`config.mk`:
```
export PLATFORM = sky130hd
export DESIGN_NAME = cm_arb_pri_rr
export DESIGN_NICKNAME = d
export VERILOG_FILES = /design/src/rtl/cm_arb_pkg.sv /design/src/rtl/cm_arb_rr_pick.sv /design/src/rtl/cm_arb_pri_rr.sv
export SDC_FILE = /design/constraint.sdc
export NUM_CORES = 1
export LEC_CHECK = 0
export ABC_AREA = 1
export CAP_MARGIN = 20
export CORE_UTILIZATION = 35
export DETAILED_ROUTE_END_ITERATION = 16
export GPL_TIMING_DRIVEN = 1
export HOLD_SLACK_MARGIN = 0.03
export PLACE_DENSITY_LB_ADDON = 0.15
export SKIP_CTS_REPAIR_TIMING = 1
export SLEW_MARGIN = 10
export SYNTH_ARGS = -nofsm -noshare
export SYNTH_HDL_FRONTEND = slang
export SYNTH_SLANG_ARGS = --single-unit
```
`constraint.sdc`:
```
create_clock -name clk -period 4.47 [get_ports clk]
set_input_delay 0.894 -clock clk [delete_from_list [all_inputs] [get_ports clk]]
set_output_delay 0.894 -clock clk [all_outputs]
set_load 0.01 [all_outputs]
```
`src/rtl/cm_arb_pkg.sv`:
```
// rtl/cm_arb_pkg.sv - shared state encoding and helpers for the priority/round-robin arbiter
package cm_arb_pkg;

  typedef enum logic {
    ARB_IDLE = 1'b0,
    ARB_BUSY = 1'b1
  } arb_state_t;

  function automatic int clog2(input int v);
    int r;
    r = 0;
    while ((1 << r) < v) r++;
    return r;
  endfunction

endpackage

```
`src/rtl/cm_arb_rr_pick.sv`:
```
// rtl/cm_arb_rr_pick.sv - combinational round-robin pick: rotate by ptr, find first, un-rotate
module cm_arb_rr_pick #(
  parameter int REQ_NUM  = 4,
  parameter int ID_WIDTH = 2
) (
  input  logic [REQ_NUM-1:0]  cand,
  input  logic [ID_WIDTH-1:0] ptr,
  output logic [REQ_NUM-1:0]  pick,
  output logic [ID_WIDTH-1:0] pick_id,
  output logic                pick_vld
);

  logic [REQ_NUM-1:0] rot;
  int                 first;

  always_comb begin
    rot      = '0;
    first    = 0;
    pick     = '0;
    pick_id  = '0;
    pick_vld = 1'b0;
    for (int k = 0; k < REQ_NUM; k++) begin
      rot[k] = cand[(k + int'(ptr)) % REQ_NUM];
    end
    // Scan downward so the lowest set bit of the rotated vector is the one kept.
    for (int k = REQ_NUM - 1; k >= 0; k--) begin
      if (rot[k]) begin
        first    = k;
        pick_vld = 1'b1;
      end
    end
    if (pick_vld) begin
      pick_id       = ID_WIDTH'((first + int'(ptr)) % REQ_NUM);
      pick[pick_id] = 1'b1;
    end
  end

endmodule

```
`src/rtl/cm_arb_pri_rr.sv`:
```
// rtl/cm_arb_pri_rr.sv - priority-filtered round-robin grant controller with bounded lock hold
module cm_arb_pri_rr
  import cm_arb_pkg::*;
#(
  parameter  int REQ_NUM   = 4,
  parameter  int PRI_WIDTH = 2,
  parameter  int HOLD_MAX  = 8,
  localparam int ID_WIDTH  = clog2(REQ_NUM)
) (
  input  logic                         clk,
  input  logic                         rst_n,
  input  logic [REQ_NUM-1:0]           req,
  input  logic [PRI_WIDTH*REQ_NUM-1:0] pri,
  input  logic [REQ_NUM-1:0]           lock,
  input  logic                         done,
  output logic [REQ_NUM-1:0]           gnt,
  output logic                         gnt_vld,
  output logic [ID_WIDTH-1:0]          gnt_id,
  output logic [PRI_WIDTH-1:0]         gnt_pri
);

  localparam int HOLD_W = (HOLD_MAX == 0) ? 1 : clog2(HOLD_MAX + 1);
  localparam logic [HOLD_W-1:0] HOLD_LIM = HOLD_W'(HOLD_MAX);

  arb_state_t          state;
  logic [ID_WIDTH-1:0] rr_ptr;
  logic [HOLD_W-1:0]   hold_cnt;

  logic [REQ_NUM-1:0]   arb_req;
  logic [REQ_NUM-1:0]   cand;
  logic [PRI_WIDTH-1:0] pmax;
  logic [PRI_WIDTH-1:0] owner_pri;
  logic                 owner_req;
  logic                 owner_lock;
  logic                 release_evt;
  logic                 hold_ok;
  logic [ID_WIDTH-1:0]  next_ptr;
  logic [ID_WIDTH-1:0]  arb_ptr;
  logic [REQ_NUM-1:0]   win;
  logic [ID_WIDTH-1:0]  win_id;
  logic                 win_vld;

  assign owner_req   = |(req & gnt);
  assign owner_lock  = |(lock & gnt);
  assign release_evt = done | ~owner_req;
  assign hold_ok     = (HOLD_MAX == 0) || (hold_cnt < HOLD_LIM);
  assign next_ptr    = (gnt_id == ID_WIDTH'(REQ_NUM - 1)) ? '0 : gnt_id + ID_WIDTH'(1);

  // While busy the current owner sits out the handover arbitration, which starts past it.
  assign arb_req = (state == ARB_BUSY) ? (req & ~gnt) : req;
  assign arb_ptr = (state == ARB_BUSY) ? next_ptr : rr_ptr;

  always_comb begin
    pmax      = '0;
    cand      = '0;
    owner_pri = '0;
    for (int i = 0; i < REQ_NUM; i++) begin
      if (arb_req[i] && (pri[i*PRI_WIDTH +: PRI_WIDTH] > pmax)) pmax = pri[i*PRI_WIDTH +: PRI_WIDTH];
      if (gnt[i]) owner_pri = pri[i*PRI_WIDTH +: PRI_WIDTH];
    end
    for (int i = 0; i < REQ_NUM; i++) begin
      cand[i] = arb_req[i] && (pri[i*PRI_WIDTH +: PRI_WIDTH] == pmax);
    end
  end

  cm_arb_rr_pick #(
    .REQ_NUM (REQ_NUM),
    .ID_WIDTH(ID_WIDTH)
  ) u_pick (
    .cand    (cand),
    .ptr     (arb_ptr),
    .pick    (win),
    .pick_id (win_id),
    .pick_vld(win_vld)
  );

  always_ff @(posedge clk or negedge rst_n) begin
    if (!rst_n) begin
      state    <= ARB_IDLE;
      rr_ptr   <= '0;
      hold_cnt <= '0;
      gnt      <= '0;
      gnt_vld  <= 1'b0;
      gnt_id   <= '0;
      gnt_pri  <= '0;
    end else begin
      case (state)
        ARB_IDLE: begin
          if (win_vld) begin
            state    <= ARB_BUSY;
            gnt      <= win;
            gnt_vld  <= 1'b1;
            gnt_id   <= win_id;
            gnt_pri  <= pmax;
            hold_cnt <= '0;
          end
        end
        ARB_BUSY: begin
          if (release_evt) begin
            if (owner_lock && owner_req && hold_ok) begin
              if (hold_cnt != {HOLD_W{1'b1}}) hold_cnt <= hold_cnt + HOLD_W'(1);
            end else begin
              rr_ptr   <= next_ptr;
              hold_cnt <= '0;
              if (win_vld) begin
                gnt     <= win;
                gnt_id  <= win_id;
                gnt_pri <= pmax;
              end else if (owner_req) begin
                // Sole requester left: the unmasked arbitration can only pick the owner again.
                gnt_pri <= owner_pri;
              end else begin
                state   <= ARB_IDLE;
                gnt     <= '0;
                gnt_vld <= 1'b0;
                gnt_id  <= '0;
                gnt_pri <= '0;
              end
            end
          end
        end
        default: state <= ARB_IDLE;
      endcase
    end
  end

endmodule
```
==> metrics.md <==
| Metric | Value |
|---|---|
| Leakage | 1.32 nW |
| Nature of the critical path endpoint | register |
| Clock Latency Late Sink | 250 ps |
| CP peak stage delay | 280 ps |
| Die width | ~70 um |
| Fraction of layout cells with a size suffix above 1 | 41.1% |
| Fin crit share | 111% |
| Top FF cell, synth | dfrtp_1 |
| I/O Buffers | 27 |
| Clock sink total | 16 |
| Cells after Synth | 248 |
| Pin count of the biggest net entering global routing | 17 |
| Post-DRT Antenna Nets | 0 |
| GP Congestion | 0.863 |
| Met1 WL | 2.18 mm |
| Nets | roughly 350 |
| Synth warn | 0 |
| Die H | 70.4 um |
| Mean number of vias per cell | 5.03 |
| Critical R2R Launch | gnt[0] |
| TritonCTS Buffers | 3 |
| Worst Skew | 1.89 ps |
| Antenna violations before repair | 0 |
| Post-synth top area share | 24.5% |
| Met2 routed WL | roughly 2.4 mm |
| CP Launch Type | primary input |
| Avg WL per Cell | 13.0 um |
| Register area share after synthesis | approximately a quarter |
| Detail Route met3 WL | 150 um |
| Post-layout util | 60.0% |
| Vias in the first global route | 1655 |
| Worst-margin pin slew | between 700 and 800 ps |
| Count leader, synth | nand2_1 |
| Data required, critical path | 4610 ps |
| Top post-synthesis cells by area | dfrtp_1, nand2_1, inv_1 |
| CP Class | primary input to register |
| Max Clk Rate | 201 MHz |
| PD cells | 909 mW/mm^2 |
| Launch point of the worst path | req[0] |
| Setup WS post-layout | -499 ps |
| Initial cell density of the core | between 30 and 40% |
| RSZ-0062 raised after global routing | true |
| Final TNS setup | -4660 ps |
| Worst R2R Path Depth | 37 |
| Pre-antenna DRT Iters | 4 |
| Iteration-0 DRC count of the detailed router | 84 |
| Failing checks | setup timing |
| Vias after detailed routing | 1876 |
| CP max-delay cell | ha_1 |
| Residual DRC | 0 |
| Ys async rst share | 100% |
| Final Hold Viols | 0 |
| Min-Delay Path Depth | 2 |
| CP arrival | 5110 ps |
| CTS tree | built |
| I/O pin count | 28 |
| Filler cells | 395 |
| Max Cap Viol | 0 |
| Root buf cell | clkbuf_8 |
| GR Overflow Total | 0 |
| Outcome | complete, but fails checks |
| Final setup fails | 14 |
| Critical path fanouts, max | 5 |
| Ant diodes | 0 |
| Area of the die | 0.00495 mm^2 |
| Synth-to-Final Area Change | 61.9% |
| Max layer used | met4 |
| Distinct cells, synth | 35 |
| Most frequent cells after synthesis | nand2_1, inv_1, nand3_1 |
| Total routed wirelength | around 4.8 mm |
| Clock buffer depth | 2 |
| Synthesis-stage register bit count | 16 |
| Reg clk slew, reported paths | 60 ps |
| Synthesized net count | 275 |
| Worst Hold Class | register to register |
| Global-route wire length before repair | 7.31 mm |
| Crit path time final | 4970 ps |
| Yosys top cell by area | dfrtp_1 |
| Rows | 24 |
| WHS | a little under 500 ps |
| Core Box Area | 0.00441 mm^2 |
| Slew Viols, Final | 0 |
| CTS HTree Levels | 1 |
| Peak supply drop | 557 uV |
| Slew HR | 51.2% |
| Number of flops mapped to enable cells by yosys | 0 |
| Worst path most repeated cell | nand2_2 |
| Hold Startpoint | gnt_vld |
| Syn_area_per_cell | 6.59 um^2 |
| GRT Util Overall | between 10% and 20% |
| Synthesized area | 0.00164 mm^2 |
| HPWL after detailed placement | 3.57 mm |
[registers in the layout, summed over array words and instances (netlist names)]
name,cells
gnt_pri,2
state,1
rr_ptr,2
gnt,4
gnt_vld,1
gnt_id,2
hold_cnt,4
[cell type report]
class,instances,area [um^2],area share (%)
clock buffer,4,55.1,2.08
inverter,44,185,6.99
multi-input combinational,186,1300,49.1
sequential,16,400,15.1
tap,52,65.1,2.46
timing repair buffer,71,642,24.2
[metal layers]
layer,vias up,GRT usage (%)
met5,-,0
met4,0,3.78
li1,952,-
met3,6,3.46
met2,30,32.4
met1,888,22.8
[critical path: cells and delay by family]
family | cells | cell delay, ps
xor+xnor | 1 | 120
compound gates | 4 | 460
buf+inv | 7 | 410
simple gates | 23 | 2220
fa+ha+maj | 4 | 960
[cell families (layout without fill, tap and decap cells)]
| family | Yosys count | after routing | synth area share, % |
|---|---|---|---|
| AND/OR/NAND/NOR | 137 | 137 | 40.7 |
| buffers and inverters | 46 | 119 | 11.3 |
| AO/OA/AOI/OAI | 38 | 38 | 15.8 |
| flip-flops | 16 | 16 | 24.5 |
| adder cells (fa/ha/maj) | 8 | 8 | 6.12 |
| XOR/XNOR | 3 | 3 | 1.61 |
[report_power, final]
part / total (W) / internal (W) / switching, W
registers: 0.000272 / 0.000218 / 0.0000548
logic: 0.00201 / 0.000873 / 0.00113
clock network: 0.000128 / 0.0000781 / 0.0000495
[worst paths after layout]
check	endpoint	slack (ps)
setup / recovery	gnt[3]	-500
hold / removal	gnt_vld	490
setup reg to reg	gnt[3]	-200
hold reg to reg	gnt_vld	490
max in group asynchronous	gnt[3]	2930
min in group asynchronous	hold_cnt[1]	1080
[cell usage in the layout, fill, tap and decap left out, types with 2 or more instances in the layout]
master           count
o21ai_0             10
nand2_2             23
nand3_4              2
a21oi_4              2
nand3b_1             2
a21oi_1              5
buf_6                7
o21ai_2              3
dlymetal6s2s_1       4
nor2_1              13
nand4_1              2
ha_1                 5
clkdlybuf4s50_1     22
dfrtp_1             16
inv_1               33
o21ai_1              7
nand2_1             46
nor2_2               4
inv_2                8
nand3_2             15
nor2_4               5
nand2_4              8
nand3_1             14
clkbuf_8             4
buf_4               37
a22o_1               2
ha_4                 2
[metrics by stage]
step	instance area [um^2]	setup WS, ps	instances	power [W]
final	2650	-499	373	0.00241
after global routing	2650	-763	373	0.00263
after CTS	2310	-967	363	0.00209
after detailed placement	2260	-1230	359	0.00195
after global placement	2260	-1150	359	0.00194
after floorplan	1680	-246	248	0.00144
Note: power is estimated with default switching activity, not from simulation.
